**src/rtl/vc_fifo_pkg.sv**
```systemverilog
// Shared defaults and helpers for the virtual-channel FIFO bank.
// Optional head-of-queue peek port is enabled by defining VC_FIFO_PEEK_EN.
package vc_fifo_pkg;

  localparam int unsigned DefDataWidth = 6;
  localparam int unsigned DefAddrWidth = 4;
  localparam int unsigned DefNumVc     = 2;
  localparam int unsigned DefThrWidth  = 4;
  localparam int unsigned MaxThrBits   = 256;

  function automatic int unsigned clog2(input int unsigned n);
    int unsigned r;
    r = 0;
    for (int unsigned i = 0; i < 32; i++) begin
      if ((32'd1 << i) < n) r = i + 1;
    end
    return r;
  endfunction

  // A single VC still needs a 1-bit select.
  function automatic int unsigned vc_sel_w(input int unsigned n);
    return (clog2(n) > 1) ? clog2(n) : 1;
  endfunction

  function automatic logic [31:0] thr_slice(input logic [MaxThrBits-1:0] vec,
                                            input int unsigned v,
                                            input int unsigned w);
    logic [MaxThrBits-1:0] sh;
    logic [31:0]           mask;
    sh   = vec >> (v * w);
    mask = (w >= 32) ? '1 : ((32'd1 << w) - 32'd1);
    return sh[31:0] & mask;
  endfunction

endpackage

```
**src/rtl/vc_fifo_bank_if.sv**
```systemverilog
// Write/read/status bundle between the TLP source, the VC arbiter and the FIFO bank.
// head_data exists only when VC_FIFO_PEEK_EN is defined.
interface vc_fifo_bank_if
  import vc_fifo_pkg::*;
#(
  parameter int unsigned DATA_WIDTH = DefDataWidth,
  parameter int unsigned NUM_VC     = DefNumVc,
  parameter int unsigned THR_WIDTH  = DefThrWidth
);
  localparam int unsigned VC_SEL_W = vc_sel_w(NUM_VC);

  logic                          wr_enable;
  logic [VC_SEL_W-1:0]           wr_vc;
  logic [DATA_WIDTH-1:0]         data_in;
  logic                          rd_enable;
  logic [VC_SEL_W-1:0]           rd_vc;
  logic [NUM_VC*THR_WIDTH-1:0]   umbral_af;
  logic [NUM_VC*THR_WIDTH-1:0]   umbral_ae;
  logic [DATA_WIDTH-1:0]         data_out;
  logic                          data_out_valid;
  logic [NUM_VC-1:0]             full;
  logic [NUM_VC-1:0]             empty;
  logic [NUM_VC-1:0]             almost_full;
  logic [NUM_VC-1:0]             almost_empty;
  logic [NUM_VC-1:0]             error;
`ifdef VC_FIFO_PEEK_EN
  logic [NUM_VC*DATA_WIDTH-1:0]  head_data;
`endif

  modport master (
    output wr_enable, wr_vc, data_in, rd_enable, rd_vc, umbral_af, umbral_ae,
    input  data_out, data_out_valid, full, empty, almost_full, almost_empty, error
`ifdef VC_FIFO_PEEK_EN
    , input head_data
`endif
  );

  modport slave (
    input  wr_enable, wr_vc, data_in, rd_enable, rd_vc, umbral_af, umbral_ae,
    output data_out, data_out_valid, full, empty, almost_full, almost_empty, error
`ifdef VC_FIFO_PEEK_EN
    , output head_data
`endif
  );

endinterface

```
**src/rtl/vc_fifo_channel.sv**
```systemverilog
// One virtual channel: storage, pointers, occupancy, threshold flags and sticky error.
// clr_n is the combined reset/init; flags are forced to their idle values while it is low.
module vc_fifo_channel
  import vc_fifo_pkg::*;
#(
  parameter int unsigned DATA_WIDTH = DefDataWidth,
  parameter int unsigned ADDR_WIDTH = DefAddrWidth,
  parameter int unsigned THR_WIDTH  = DefThrWidth
) (
  input  logic                  clk,
  input  logic                  clr_n,
  input  logic                  wr_req,
  input  logic                  rd_req,
  input  logic [DATA_WIDTH-1:0] data_in,
  input  logic [THR_WIDTH-1:0]  umbral_af,
  input  logic [THR_WIDTH-1:0]  umbral_ae,
  output logic [DATA_WIDTH-1:0] head,
  output logic                  full,
  output logic                  empty,
  output logic                  almost_full,
  output logic                  almost_empty,
  output logic                  error
);
  localparam int unsigned Depth = 2 ** ADDR_WIDTH;
  localparam int unsigned CntW  = ADDR_WIDTH + 1;

  logic [DATA_WIDTH-1:0] mem_q [Depth];
  logic [ADDR_WIDTH-1:0] wr_ptr_q, wr_ptr_d, rd_ptr_q, rd_ptr_d;
  logic [CntW-1:0]       cnt_q, cnt_d;
  logic                  error_q, error_d;
  logic                  full_raw, empty_raw, wr_ok, rd_ok;
  logic [31:0]           af_thr, af_lim;

  assign full_raw  = (cnt_q == CntW'(Depth));
  assign empty_raw = (cnt_q == '0);
  assign wr_ok     = wr_req && !full_raw;
  assign rd_ok     = rd_req && !empty_raw;

  always_comb begin
    wr_ptr_d = wr_ptr_q;
    rd_ptr_d = rd_ptr_q;
    cnt_d    = cnt_q;
    error_d  = error_q;
    if (!clr_n) begin
      wr_ptr_d = '0;
      rd_ptr_d = '0;
      cnt_d    = '0;
      error_d  = 1'b0;
    end else begin
      if (wr_ok) wr_ptr_d = wr_ptr_q + 1'b1;
      if (rd_ok) rd_ptr_d = rd_ptr_q + 1'b1;
      case ({wr_ok, rd_ok})
        2'b10:   cnt_d = cnt_q + 1'b1;
        2'b01:   cnt_d = cnt_q - 1'b1;
        default: cnt_d = cnt_q;
      endcase
      error_d = error_q | (wr_req & full_raw) | (rd_req & empty_raw);
    end
  end

  always_ff @(posedge clk) begin
    wr_ptr_q <= wr_ptr_d;
    rd_ptr_q <= rd_ptr_d;
    cnt_q    <= cnt_d;
    error_q  <= error_d;
  end

  // Storage is never cleared; only the pointers are.
  always_ff @(posedge clk) begin
    if (clr_n && wr_ok) mem_q[wr_ptr_q] <= data_in;
  end

  // Threshold at or above DEPTH saturates the almost-full limit at 0.
  always_comb begin
    af_thr       = 32'(umbral_af);
    af_lim       = (af_thr >= Depth) ? 32'd0 : (Depth - af_thr);
    full         = clr_n & full_raw;
    empty        = ~clr_n | empty_raw;
    almost_full  = clr_n & (32'(cnt_q) >= af_lim) & ~full_raw;
    almost_empty = clr_n & ~empty_raw & (32'(cnt_q) <= 32'(umbral_ae));
    head         = mem_q[rd_ptr_q];
    error        = error_q;
  end

endmodule

```
**src/rtl/vc_fifo_bank.sv**
```systemverilog
// Bank of NUM_VC independent FIFOs with shared, VC-steered write and read ports.
// Define VC_FIFO_PEEK_EN to expose each VC's head word on bus.head_data.
module vc_fifo_bank
  import vc_fifo_pkg::*;
#(
  parameter int unsigned DATA_WIDTH = DefDataWidth,
  parameter int unsigned ADDR_WIDTH = DefAddrWidth,
  parameter int unsigned NUM_VC     = DefNumVc,
  parameter int unsigned THR_WIDTH  = DefThrWidth
) (
  input logic           clk,
  input logic           reset,
  input logic           init,
  vc_fifo_bank_if.slave bus
);
  logic                  clr_n;
  logic [NUM_VC-1:0]     wr_hit, rd_hit;
  logic [NUM_VC-1:0]     full, empty, almost_full, almost_empty, error;
  logic [DATA_WIDTH-1:0] head [NUM_VC];
  logic                  rd_fire;
  logic [DATA_WIDTH-1:0] rd_word;
  logic [DATA_WIDTH-1:0] data_out_q, data_out_d;
  logic                  valid_q, valid_d;

  assign clr_n = reset & init;

  // Out-of-range selects match no channel, so they are silently ignored.
  always_comb begin
    wr_hit = '0;
    rd_hit = '0;
    for (int unsigned v = 0; v < NUM_VC; v++) begin
      wr_hit[v] = bus.wr_enable && (32'(bus.wr_vc) == v);
      rd_hit[v] = bus.rd_enable && (32'(bus.rd_vc) == v);
    end
  end

  for (genvar g = 0; g < NUM_VC; g++) begin : g_chan
    vc_fifo_channel #(
      .DATA_WIDTH (DATA_WIDTH),
      .ADDR_WIDTH (ADDR_WIDTH),
      .THR_WIDTH  (THR_WIDTH)
    ) u_chan (
      .clk          (clk),
      .clr_n        (clr_n),
      .wr_req       (wr_hit[g]),
      .rd_req       (rd_hit[g]),
      .data_in      (bus.data_in),
      .umbral_af    (THR_WIDTH'(thr_slice(MaxThrBits'(bus.umbral_af), g, THR_WIDTH))),
      .umbral_ae    (THR_WIDTH'(thr_slice(MaxThrBits'(bus.umbral_ae), g, THR_WIDTH))),
      .head         (head[g]),
      .full         (full[g]),
      .empty        (empty[g]),
      .almost_full  (almost_full[g]),
      .almost_empty (almost_empty[g]),
      .error        (error[g])
    );
  end

  always_comb begin
    rd_fire = 1'b0;
    rd_word = '0;
    for (int unsigned v = 0; v < NUM_VC; v++) begin
      if (rd_hit[v] && !empty[v]) begin
        rd_fire = 1'b1;
        rd_word = head[v];
      end
    end
    valid_d    = clr_n & rd_fire;
    data_out_d = valid_d ? rd_word : '0;
  end

  always_ff @(posedge clk) begin
    data_out_q <= data_out_d;
    valid_q    <= valid_d;
  end

  assign bus.data_out       = data_out_q;
  assign bus.data_out_valid = valid_q;
  assign bus.full           = full;
  assign bus.empty          = empty;
  assign bus.almost_full    = almost_full;
  assign bus.almost_empty   = almost_empty;
  assign bus.error          = error;

`ifdef VC_FIFO_PEEK_EN
  always_comb begin
    bus.head_data = '0;
    for (int unsigned v = 0; v < NUM_VC; v++) begin
      bus.head_data[v*DATA_WIDTH +: DATA_WIDTH] = empty[v] ? '0 : head[v];
    end
  end
`endif

endmodule

```
**src/flat_wrapper.sv**
```systemverilog
// flat-port wrapper written by rule: the top's interface ports become plain ports
module vc_fifo_bank_flat import vc_fifo_pkg::*;
#(
  parameter int unsigned DATA_WIDTH = DefDataWidth,
  parameter int unsigned ADDR_WIDTH = DefAddrWidth,
  parameter int unsigned NUM_VC     = DefNumVc,
  parameter int unsigned THR_WIDTH  = DefThrWidth
)
  (clk, reset, init, bus_wr_enable, bus_wr_vc, bus_data_in, bus_rd_enable, bus_rd_vc, bus_umbral_af, bus_umbral_ae, bus_data_out, bus_data_out_valid, bus_full, bus_empty, bus_almost_full, bus_almost_empty, bus_error);
  vc_fifo_bank_if #(.DATA_WIDTH(DATA_WIDTH), .NUM_VC(NUM_VC), .THR_WIDTH(THR_WIDTH)) bus_i ();
  input logic clk;
  input logic reset;
  input logic init;
  input wire logic [$bits(bus_i.wr_enable)-1:0] bus_wr_enable;
  input wire logic [$bits(bus_i.wr_vc)-1:0] bus_wr_vc;
  input wire logic [$bits(bus_i.data_in)-1:0] bus_data_in;
  input wire logic [$bits(bus_i.rd_enable)-1:0] bus_rd_enable;
  input wire logic [$bits(bus_i.rd_vc)-1:0] bus_rd_vc;
  input wire logic [$bits(bus_i.umbral_af)-1:0] bus_umbral_af;
  input wire logic [$bits(bus_i.umbral_ae)-1:0] bus_umbral_ae;
  output wire logic [$bits(bus_i.data_out)-1:0] bus_data_out;
  output wire logic [$bits(bus_i.data_out_valid)-1:0] bus_data_out_valid;
  output wire logic [$bits(bus_i.full)-1:0] bus_full;
  output wire logic [$bits(bus_i.empty)-1:0] bus_empty;
  output wire logic [$bits(bus_i.almost_full)-1:0] bus_almost_full;
  output wire logic [$bits(bus_i.almost_empty)-1:0] bus_almost_empty;
  output wire logic [$bits(bus_i.error)-1:0] bus_error;
  assign bus_i.wr_enable = bus_wr_enable;
  assign bus_i.wr_vc = bus_wr_vc;
  assign bus_i.data_in = bus_data_in;
  assign bus_i.rd_enable = bus_rd_enable;
  assign bus_i.rd_vc = bus_rd_vc;
  assign bus_i.umbral_af = bus_umbral_af;
  assign bus_i.umbral_ae = bus_umbral_ae;
  assign bus_data_out = bus_i.data_out;
  assign bus_data_out_valid = bus_i.data_out_valid;
  assign bus_full = bus_i.full;
  assign bus_empty = bus_i.empty;
  assign bus_almost_full = bus_i.almost_full;
  assign bus_almost_empty = bus_i.almost_empty;
  assign bus_error = bus_i.error;
  vc_fifo_bank #(.DATA_WIDTH(DATA_WIDTH), .ADDR_WIDTH(ADDR_WIDTH), .NUM_VC(NUM_VC), .THR_WIDTH(THR_WIDTH)) u_core (.clk(clk), .reset(reset), .init(init), .bus(bus_i));
endmodule
```
**config.mk**
```make
export PLATFORM = sky130hd
export DESIGN_NAME = vc_fifo_bank_flat
export DESIGN_NICKNAME = d
export VERILOG_FILES = /design/src/rtl/vc_fifo_pkg.sv /design/src/rtl/vc_fifo_bank_if.sv /design/src/rtl/vc_fifo_channel.sv /design/src/rtl/vc_fifo_bank.sv /design/src/flat_wrapper.sv
export SDC_FILE = /design/constraint.sdc
export NUM_CORES = 1
export LEC_CHECK = 0
export CAP_MARGIN = 20
export CORE_UTILIZATION = 65
export DETAILED_ROUTE_END_ITERATION = 8
export GPL_ROUTABILITY_DRIVEN = 0
export GPL_TIMING_DRIVEN = 0
export PLACE_DENSITY = 0.94
export RECOVER_POWER = 50
export SLEW_MARGIN = 30
export SYNTH_ARGS = -nofsm -noshare
export SYNTH_HDL_FRONTEND = slang
export SYNTH_SLANG_ARGS = --single-unit
```
**constraint.sdc**
```tcl
create_clock -name clk -period 4.9 [get_ports clk]
set_input_delay 0.98 -clock clk [delete_from_list [all_inputs] [get_ports clk]]
set_output_delay 0.98 -clock clk [all_outputs]
set_load 0.1 [all_outputs]
```
Yosys cells after proc, flatten, opt, wreduce, memory -nomap -nowiden
Memories as Yosys holds them, arrays and structs flattened. A register that Yosys moved wholly into a read port is not among the register bits.
Index checks and enable logic that the tools add are counted.
Word-level totals
  register bits after elaboration: 35
  memory bits (writable): 192
  input port bits: 29
  memories: 2
Memory list
  u_core.g_chan[0].u_chan.mem_q: depth 16, bits a word 6, rd ports 1, clocked after memory_dff 1, wr ports 1, RTL line vc_fifo_channel.sv:27  | logic [DATA_WIDTH-1:0] mem_q [Depth];
  u_core.g_chan[1].u_chan.mem_q: depth 16, bits a word 6, rd ports 1, clocked after memory_dff 1, wr ports 1, RTL line vc_fifo_channel.sv:27
Cells by class
  add/sub/neg operators: 10
  magnitude comparators: 4
  equality and inequality tests: 6
  mux-type cells: 14
  bitwise gates (word level): 29
  reductions and logical operators: 22
Operator list (number)
  5-bit by 32-bit greater-or-equal comparator with 1-bit output: 2
  5-bit case mux with 2 select lines: 2
  4-bit by 1-bit adder with 4-bit output, second input constant: 4
  1-bit bitwise AND: 16
  4-bit 2-to-1 mux: 4
  1-bit logical AND: 12
  6-bit 2-to-1 mux: 2
  5-bit by 4-bit subtractor with 6-bit output, first input constant: 2
  5-bit by 1-bit adder with 5-bit output, second input constant: 2
  5-bit equality test, second input constant: 2
  5-bit by 4-bit less-or-equal comparator with 1-bit output: 2
  5-bit logical NOT: 2
  5-bit by 1-bit subtractor with 5-bit output, second input constant: 2
  1-bit NOT: 7
  1-bit logical NOT: 6
  1-bit 2-to-1 mux: 6
  1-bit bitwise OR: 6
  2-bit by 1-bit equality test with 1-bit output, second input constant: 2
  2-bit equality test, second input constant: 2
  2-bit nonzero test: 2

Logic depth before layout (Yosys ltp)
Gate-level depths: netlist of the first run.
  word-level depth: 8
  gate-level depth with buffers: 11
  mapped depth without buffers: 11

By module
From an unflattened synthesis of the first run, not the netlist that was laid out.
Unflattened totals
  cell total of the unflattened synthesis: 642
  area, all modules: 10092.2 um2
Modules (own cells, without submodules)
  vc_fifo_channel: times used 2, cells each 307, area each 4901.0 um2
  vc_fifo_bank: times used 1, cells each 28, area each 290.3 um2

Least setup slack after synthesis of the first run
OpenSTA, ideal clock, no wires.
  kind: in2out
  start: input port bus_umbral_ae[1]
  end: output port bus_almost_empty[0]
  arrival time: 2257 ps
  setup slack: 1663 ps
  cell stages on the path: 8
  path through: inv_1 ha_1 nor2b_1 o21a_1 o21ai_0 nand2b_1 a211oi_1 buf_4
Between the ends
  word-level cells in the longest chain between the ends: 2
RTL lines
  from (decl): RTL line flat_wrapper.sv:20  | input wire logic [$bits(bus_i.umbral_ae)-1:0] bus_umbral_ae;
  5-bit by 4-bit less-or-equal comparator with 1-bit output: RTL line vc_fifo_channel.sv:80  | almost_empty = clr_n & ~empty_raw & (32'(cnt_q) <= 32'(umbral_ae));
  1-bit bitwise AND: RTL line vc_fifo_channel.sv:80
  to (decl): RTL line flat_wrapper.sv:26  | output wire logic [$bits(bus_i.almost_empty)-1:0] bus_almost_empty;
No other way between the ends.

Worst setup path after layout of the first run
  start: input port bus_umbral_ae[5]
  end: output port bus_almost_empty[1]
Same word-level chain as after synthesis.

==> out/summary.txt, run 1 <==
Worst IR Drop VDD: 0.000242 V
Fillers: 767
static leakage: 3.89 nW
Syn Inst Count: 641
Slew Limit Headroom: -3.43%
Design Area, Final: 11500 sq um
DR WL/cell: 23.6 um
synth warn: 0
Cell Area, Placed: 10800 sq um
Hold Crit Class: flop to flop
reg2reg start: u_core.g_chan[0].u_chan.cnt_q[1]
Avg Cell Area, Syn: 15.7 sq um
post-synthesis sequential area ratio: 65.8%
Setup crit end kind: output pin
first-pass GRT wire length: 34300 um
status: finished with violations
drc violations: 0
Antenna Cells: 0
grt ovf: 0
WL final: 21600 um
postcts setup bufs: 0
CTS max path bufs: 3
Hold Startpoint: u_core.g_chan[1].u_chan.error
post-cts resize count: 0
Synth cell types: 41
largest net degree at the start of global routing: 33
final hold vios: 0
Final nets: 779
via count: 5882
post-synth top area share: 57.3%
share of the clock period used by the worst path: 96.9%
Setup CP Type: input pin to output pin
worst slew pin tran: 1550 ps
Die H: 126 um
dpl hpwl: 13900 um
FF+latch count, synth: 235
P per Cell Area: 348 nW/um^2
worst-path fanout max: 2
most frequent CP cell: clkdlybuf4s50_1
Async SR Flop Fraction: 0%
Skew-Pair Late Insertion Delay: 510 ps
GRT Overall Usage: 28.7%
Worst Path Arrival: 3770 ps
Clk pin slew, worst setup/hold paths: 60 ps
Post-synth EDFFs: 192
worst path cell trace: clkdlybuf4s50_1, inv_1, ha_1, nor2b_1, o21a_1, o21ai_0, nand2b_1, a211oi_1, buf_4, clkdlybuf4s50_1
Critical Path Source: bus_umbral_ae[5]
Vias/cell: 6.44
die width: 126 um
core area: 15100 sq um
ys flop type: edfxtp_1
CTS sink count: 235
Row Count: 45
Setup TNS: 0 ps
largest cells by area after synthesis: edfxtp_1, mux4_2, dfxtp_1, ha_1, nor2_1
CTS tree: yes
hold_buf cts: 0
Clock Tree Root: clkbuf_16
CP max stage cell: clkdlybuf4s50_1
hold_ws: 487 ps
Starting Density: 66.5%
initial antenna violation count: 0
DRT iter0 DRCs: 684
syn nets: 710
multi-input logic area: 3140 sq um
Clock Skew: 6.25 ps
crit path launch type: input pin
synth-to-layout area growth: 13.8%
top-count cell post-synth: edfxtp_1
synthesized area: 10100 sq um
fin crit period: 4750 ps
1st-pass router iterations: 5
post-route ant nets: 0
Crit path largest cell delay: 1120 ps
vias in the first global route: 6198
failing checks: capacitance limit, slew limit
max-slew violation count: 130
share of layout cells above drive strength 1: 16.4%
Worst EP required: 3920 ps
number of max-cap violations: 4
IO Port Bufs: 45
register area: 6630 sq um
Final setup viols: 0
FF-to-FF setup slack: 1840 ps
area leader, netlist: edfxtp_1
CTS Buf Count: 22
fmax: 211 MHz
H-tree depth: 1
RSZ-0062 raised after global routing: no
Synth top cells by count: edfxtp_1, nor2_1, dfxtp_1, mux4_2, ha_1
die footprint: 16000 sq um
I/O pin cnt: 46
## where the power goes
group | internal [mW] | total (mW) | switching, mW
registers | 2.16 | 2.17 | 0.00431
clock network | 0.970 | 1.68 | 0.712
logic | 0.0484 | 0.138 | 0.0898
total | 3.18 | 3.99 | 0.806
## state kept, by name (all words and copies together) (netlist names), named ones only
register,flops
u_core.bus.data_out,6
u_core.bus.data_out_valid,1
u_core.g_chan.u_chan.cnt_q,10
u_core.g_chan.u_chan.error,2
u_core.g_chan.u_chan.mem_q,192
u_core.g_chan.u_chan.rd_ptr_q,8
u_core.g_chan.u_chan.wr_ptr_q,8
## layer usage
| metal | global-route usage (%) | part of all wire [%] | wire length, um |
|---|---|---|---|
| met1 | 38.7 | 38 | 8170 |
| met2 | 48.8 | 51 | 11100 |
| met3 | 4.43 | 8.7 | 1870 |
| met4 | 8.93 | 2.1 | 459 |
| met5 | 0 | 0 | 0 |
## through the flow
step | setup WS (ps) | power (mW) | util [%] | instances
after floorplan | 1660 | 2.28 | - | 641
after global routing | 0.391 | 4.08 | 75.7 | 914
final | 154 | 3.99 | 75.7 | 914
after detailed placement | 110 | 2.35 | 71.0 | 874
after global placement | 196 | 2.34 | 71.0 | 874
after CTS | 94.6 | 4.00 | 75.7 | 914
## final timing paths
kind                                       to  depth (start not counted)
min             u_core.g_chan[1].u_chan.error                          2
max                       bus_almost_empty[1]                         10
min reg2reg     u_core.g_chan[1].u_chan.error                          2
max reg2reg  u_core.g_chan[0].u_chan.cnt_q[4]                         11
## layout make-up
cell class                      instances  area share [%]
Tap cell                              188            2.05
Timing Repair Buffer                   45            3.65
Clock inverter                         10           0.895
Sequential cell                       235            57.8
Buffer                                 37            1.99
Inverter                               30           0.983
Clock buffer                           30            5.25
Multi-Input combinational cell        339            27.4
## worst max-delay path: cells and delay by family
| kind | cells | cell delay [ps] |
|---|---|---|
| and+or+nand+nor | 2 | 220 |
| adders and majority gates | 1 | 290 |
| buffers and inverters | 4 | 1760 |
| AOI/OAI and AO/OA | 3 | 520 |
## placed cells by master (no fill, tap or decap), drive strengths merged, types with 2 or more instances in the layout
| cell | count |
|---|---|
| a211oi | 5 |
| a21o | 2 |
| a21oi | 25 |
| buf | 24 |
| bufinv | 2 |
| clkbuf | 49 |
| clkdlybuf4s50 | 34 |
| clkinv | 8 |
| dfxtp | 43 |
| dlygate4sd3 | 3 |
| dlymetal6s2s | 2 |
| edfxtp | 192 |
| fa | 2 |
| ha | 38 |
| inv | 29 |
| mux2 | 9 |
| mux2i | 14 |
| mux4 | 49 |
| nand2 | 29 |
| nand2b | 10 |
| nand3 | 3 |
| nand4 | 7 |
| nor2 | 69 |
| nor2b | 9 |
| nor3 | 12 |
| nor4 | 2 |
| nor4b | 2 |
| o21a | 2 |
| o21ai | 12 |
| o22ai | 8 |
| o31ai | 2 |
| or2 | 2 |
| or3 | 2 |
| xnor2 | 4 |
| xor2 | 16 |
## cells by family (layout without fill, tap and decap cells)
logic type	after synthesis	after routing	share of synthesized area [%]
buffers and inverters	67	152	3.38
AO/OA/AOI/OAI	58	58	3.43
flip-flops	235	235	65.8
AND/OR/NAND/NOR	149	149	6.82
adder cells (fa/ha/maj)	40	40	5.12
XOR/XNOR	20	20	1.74
multiplexers	72	72	13.7
(Power assumes the default switching activity.)
==> run 2, diff against run 1 <==
--- a/config.mk
+++ b/config.mk
@@ -5,13 +5,15 @@
 export SDC_FILE = /design/constraint.sdc
 export NUM_CORES = 1
 export LEC_CHECK = 0
+export ABC_AREA = 1
 export CAP_MARGIN = 20
-export CORE_UTILIZATION = 65
+export CORE_UTILIZATION = 61
 export DETAILED_ROUTE_END_ITERATION = 8
 export GPL_ROUTABILITY_DRIVEN = 0
 export GPL_TIMING_DRIVEN = 0
-export PLACE_DENSITY = 0.94
+export PLACE_DENSITY = 0.89
 export RECOVER_POWER = 50
+export SKIP_CTS_REPAIR_TIMING = 1
 export SLEW_MARGIN = 30
 export SYNTH_ARGS = -nofsm -noshare
 export SYNTH_HDL_FRONTEND = slang
==> constraint.sdc (replaced) <==
create_clock -name clk -period 5 [get_ports clk]
set_input_delay 1 -clock clk [delete_from_list [all_inputs] [get_ports clk]]
set_output_delay 1 -clock clk [all_outputs]
set_load 0.1 [all_outputs]
==> out/summary.txt, run 2 <==
status: finished with violations
failing checks: capacitance limit, slew limit
Setup CP Type: input pin to output pin
P per Cell Area: 329 nW/um^2 (-5.4%)
CTS max path bufs: 3 (unchanged)
Final setup viols: 0 (unchanged)
Worst EP required: 4000 ps (+80 ps)
I/O pin cnt: 46 (unchanged)
Top reg by flops: u_core.g_chan.u_chan.mem_q
max FFs per register: 192 (unchanged)
commonest non-fill, non-tap cells in the layout: nand2_1, edfxtp_1, nand3_1
CTS sink count: 235 (unchanged)
number of max-cap violations: 6 (+2)
worst slew pin tran: 1730 ps (+178 ps)
post-route ant nets: 0 (unchanged)
Final nets: 1237 (+59%)
most frequent CP cell: nand2_1
post-synthesis sequential area ratio: 61.9% (-4.0 points)
crit path launch type: input pin
Synth top cells by count: nand2_1, edfxtp_1, nand3_1, inv_1, nor2_1
core area: 17200 sq um (+14%)
max-slew violation count: 198 (+52%)
Synth cell types: 26 (-37%)
Hold Startpoint: u_core.g_chan[0].u_chan.rd_ptr_q[2]
commonest non-fill, non-tap cell in the layout: nand2_1
Die H: 135 um (+6.4%)
Starting Density: 62.1% (-4.3 points)
largest registers: u_core.g_chan.u_chan.mem_q x192, u_core.g_chan.u_chan.cnt_q x10
DR WL/cell: 17.6 um (-26%)
area leader, netlist: edfxtp_1
Worst Path Arrival: 3680 ps (-90 ps)
Cell Area, Placed: 11400 sq um (+6.1%)
Avg Cell Area, Syn: 9.75 sq um (-38%)
grt ovf: 0 (unchanged)
Row Count: 48 (+6.7%)
register area: 6630 sq um (unchanged)
Clock Tree Root: clkbuf_16
Worst IR Drop VDD: 0.000245 V (+0.97%)
ys flop type: edfxtp_1
Vias/cell: 5.76 (-10%)
top sig layer: met4
fin crit period: 4680 ps
synth warn: 0 (unchanged)
share of the clock period used by the worst path: 93.7%
M1 WL: 9350 um (+14%)
DRT iter0 DRCs: 995 (+45%)
Setup TNS: 0 ps (unchanged)
WL final: 24800 um (+15%)
GRT Overall Usage: 28.1% (-0.57 points)
1st-pass router iterations: 5 (unchanged)
Post-synth EDFFs: 192 (unchanged)
Clock Skew: 20.5 ps (+14.3 ps)
initial antenna violation count: 0 (unchanged)
H-tree depth: 1 (unchanged)
via count: 8117 (+38%)
met2 WL post-DR: 12000 um (+8.3%)
worst-path fanout max: 10 (+8)
Antenna Cells: 0 (unchanged)
FF-to-FF setup slack: 2460 ps (+620 ps)
drc violations: 0 (unchanged)
post-synth top area share: 53.8% (-3.4 points)
CTS tree: yes
critical register-to-register path endpoint: u_core.g_chan[0].u_chan.cnt_q[4]
share of layout cells above drive strength 1: 6.68% (-9.7 points)
final hold vios: 0 (unchanged)
fmax: 214 MHz
IO Port Bufs: 45 (unchanged)
die width: 135 um (+6.4%)
dpl hpwl: 15700 um (+13%)
Slew Limit Headroom: -15.3% (-12 points)
Setup crit end kind: output pin
top-count cell post-synth: nand2_1
Async SR Flop Fraction: 0% (unchanged)
vias in the first global route: 7841 (+27%)
reg2reg start: u_core.g_chan[0].u_chan.cnt_q[2]
largest cells by area after synthesis: edfxtp_1, nand2_1, dfxtp_1, nand3_1, inv_1
worst hold endpoint: u_core.g_chan[0].u_chan.rd_ptr_q[2]
largest net degree at the start of global routing: 33 (unchanged)
Skew-Pair Late Insertion Delay: 510 ps (about the same)
RSZ-0062 raised after global routing: no
Crit path largest cell delay: 1120 ps (about the same)
worst path cell trace: dlygate4sd3_1, nand2_1, inv_1, clkbuf_1, nand2_1, buf_4, clkdlybuf4s50_1
CP max stage cell: clkdlybuf4s50_1
Hold Path Cell Cnt: 2 (unchanged)
synthesized area: 10700 sq um (+6.4%)
die footprint: 18100 sq um (+13%)
static leakage: 5.02 nW (+29%)
Hold Crit Class: flop to flop
Fillers: 1153 (+50%)
Clk pin slew, worst setup/hold paths: 60 ps (about the same)
multi-input logic area: 3320 sq um (+5.8%)
CTS Buf Count: 22 (unchanged)
Syn Inst Count: 1099 (+71%)
first-pass GRT wire length: 38900 um (+14%)
Final Util: 70.2% (-5.5 points)
DR WL met3: 2690 um (+44%)
synth-to-layout area growth: 13.0%
R2R cell count: 13 (+2)
syn nets: 1168 (+65%)
FF+latch count, synth: 235 (unchanged)
Design Area, Final: 12100 sq um (+5.6%)
## run 2: cell types whose count changed after synthesis, moves of 10 or more
| cell | previous run | this run |
|---|---|---|
| nand2_1 | 29 | 339 |
| nand2b_1 | 10 | 0 |
| a21oi_1 | 22 | 34 |
| buf_2 | 7 | 24 |
| mux2i_1 | 14 | 0 |
| xor2_1 | 16 | 6 |
| nand3_1 | 3 | 160 |
| inv_1 | 29 | 129 |
| nor2_1 | 69 | 58 |
| mux4_2 | 40 | 0 |
## run 2: report_power, final
group | leakage (nW) | internal (mW) | switching [mW]
Combinational | 2.62 | 0.0804 | 0.175
Clock | 0.329 | 0.889 | 0.702
Sequential | 2.07 | 2.12 | 0.00879
Total | 5.02 | 3.09 | 0.886
## run 2: cells by family after synthesis
logic type | synth area share (%)
fa+ha+maj | 4.81
simple gates | 22.4
flops | 61.9
buf+inv | 7.15
compound gates | 2.92
xor+xnor | 0.899
## run 2: layer usage
layer | up-vias | global-route usage [%]
li1 | 3764 | -
met1 | 3701 | 36.3
met2 | 568 | 46.9
met3 | 84 | 4.58
met4 | 0 | 13.0
met5 | - | 0
## run 2: cell type report
type / count / share of cell area [%]
clock inverter: 11 / 0.538
multi-input combinational: 683 / 27.4
timing repair buffer: 45 / 3.45
inverter: 134 / 4.16
sequential: 235 / 54.8
buffer: 47 / 2.15
tap: 225 / 2.33
clock buffer: 28 / 5.17
## run 2: worst max-delay path by stage
stage                           startpoint                  to  slack (ps)  depth (start not counted)
final                                 init        bus_empty[0]         320                          7
after global routing                  init        bus_empty[0]         160                          7
after CTS                 bus_umbral_af[4]  bus_almost_full[1]          60                         13
after detailed placement  bus_umbral_af[4]  bus_almost_full[1]          80                         13
after global placement    bus_umbral_af[0]  bus_almost_full[0]         120                         13
after floorplan           bus_umbral_af[0]  bus_almost_full[0]        1670                         11
## run 2: worst max-delay path: cells and delay by family
family	cells	cell delay, ps
AND/OR/NAND/NOR	2	410
buffers and inverters	5	2270
## run 2: per-stage QoR
step	power, mW	setup slack [ps]	hold slack, ps	std cells
global placement	2.42	120	466	1369
CTS	3.97	63.0	489	1408
finish	3.98	317	489	1408
detailed placement	2.42	76.4	474	1369
floorplan	2.33	1670	447	1099
global route	4.08	162	496	1408
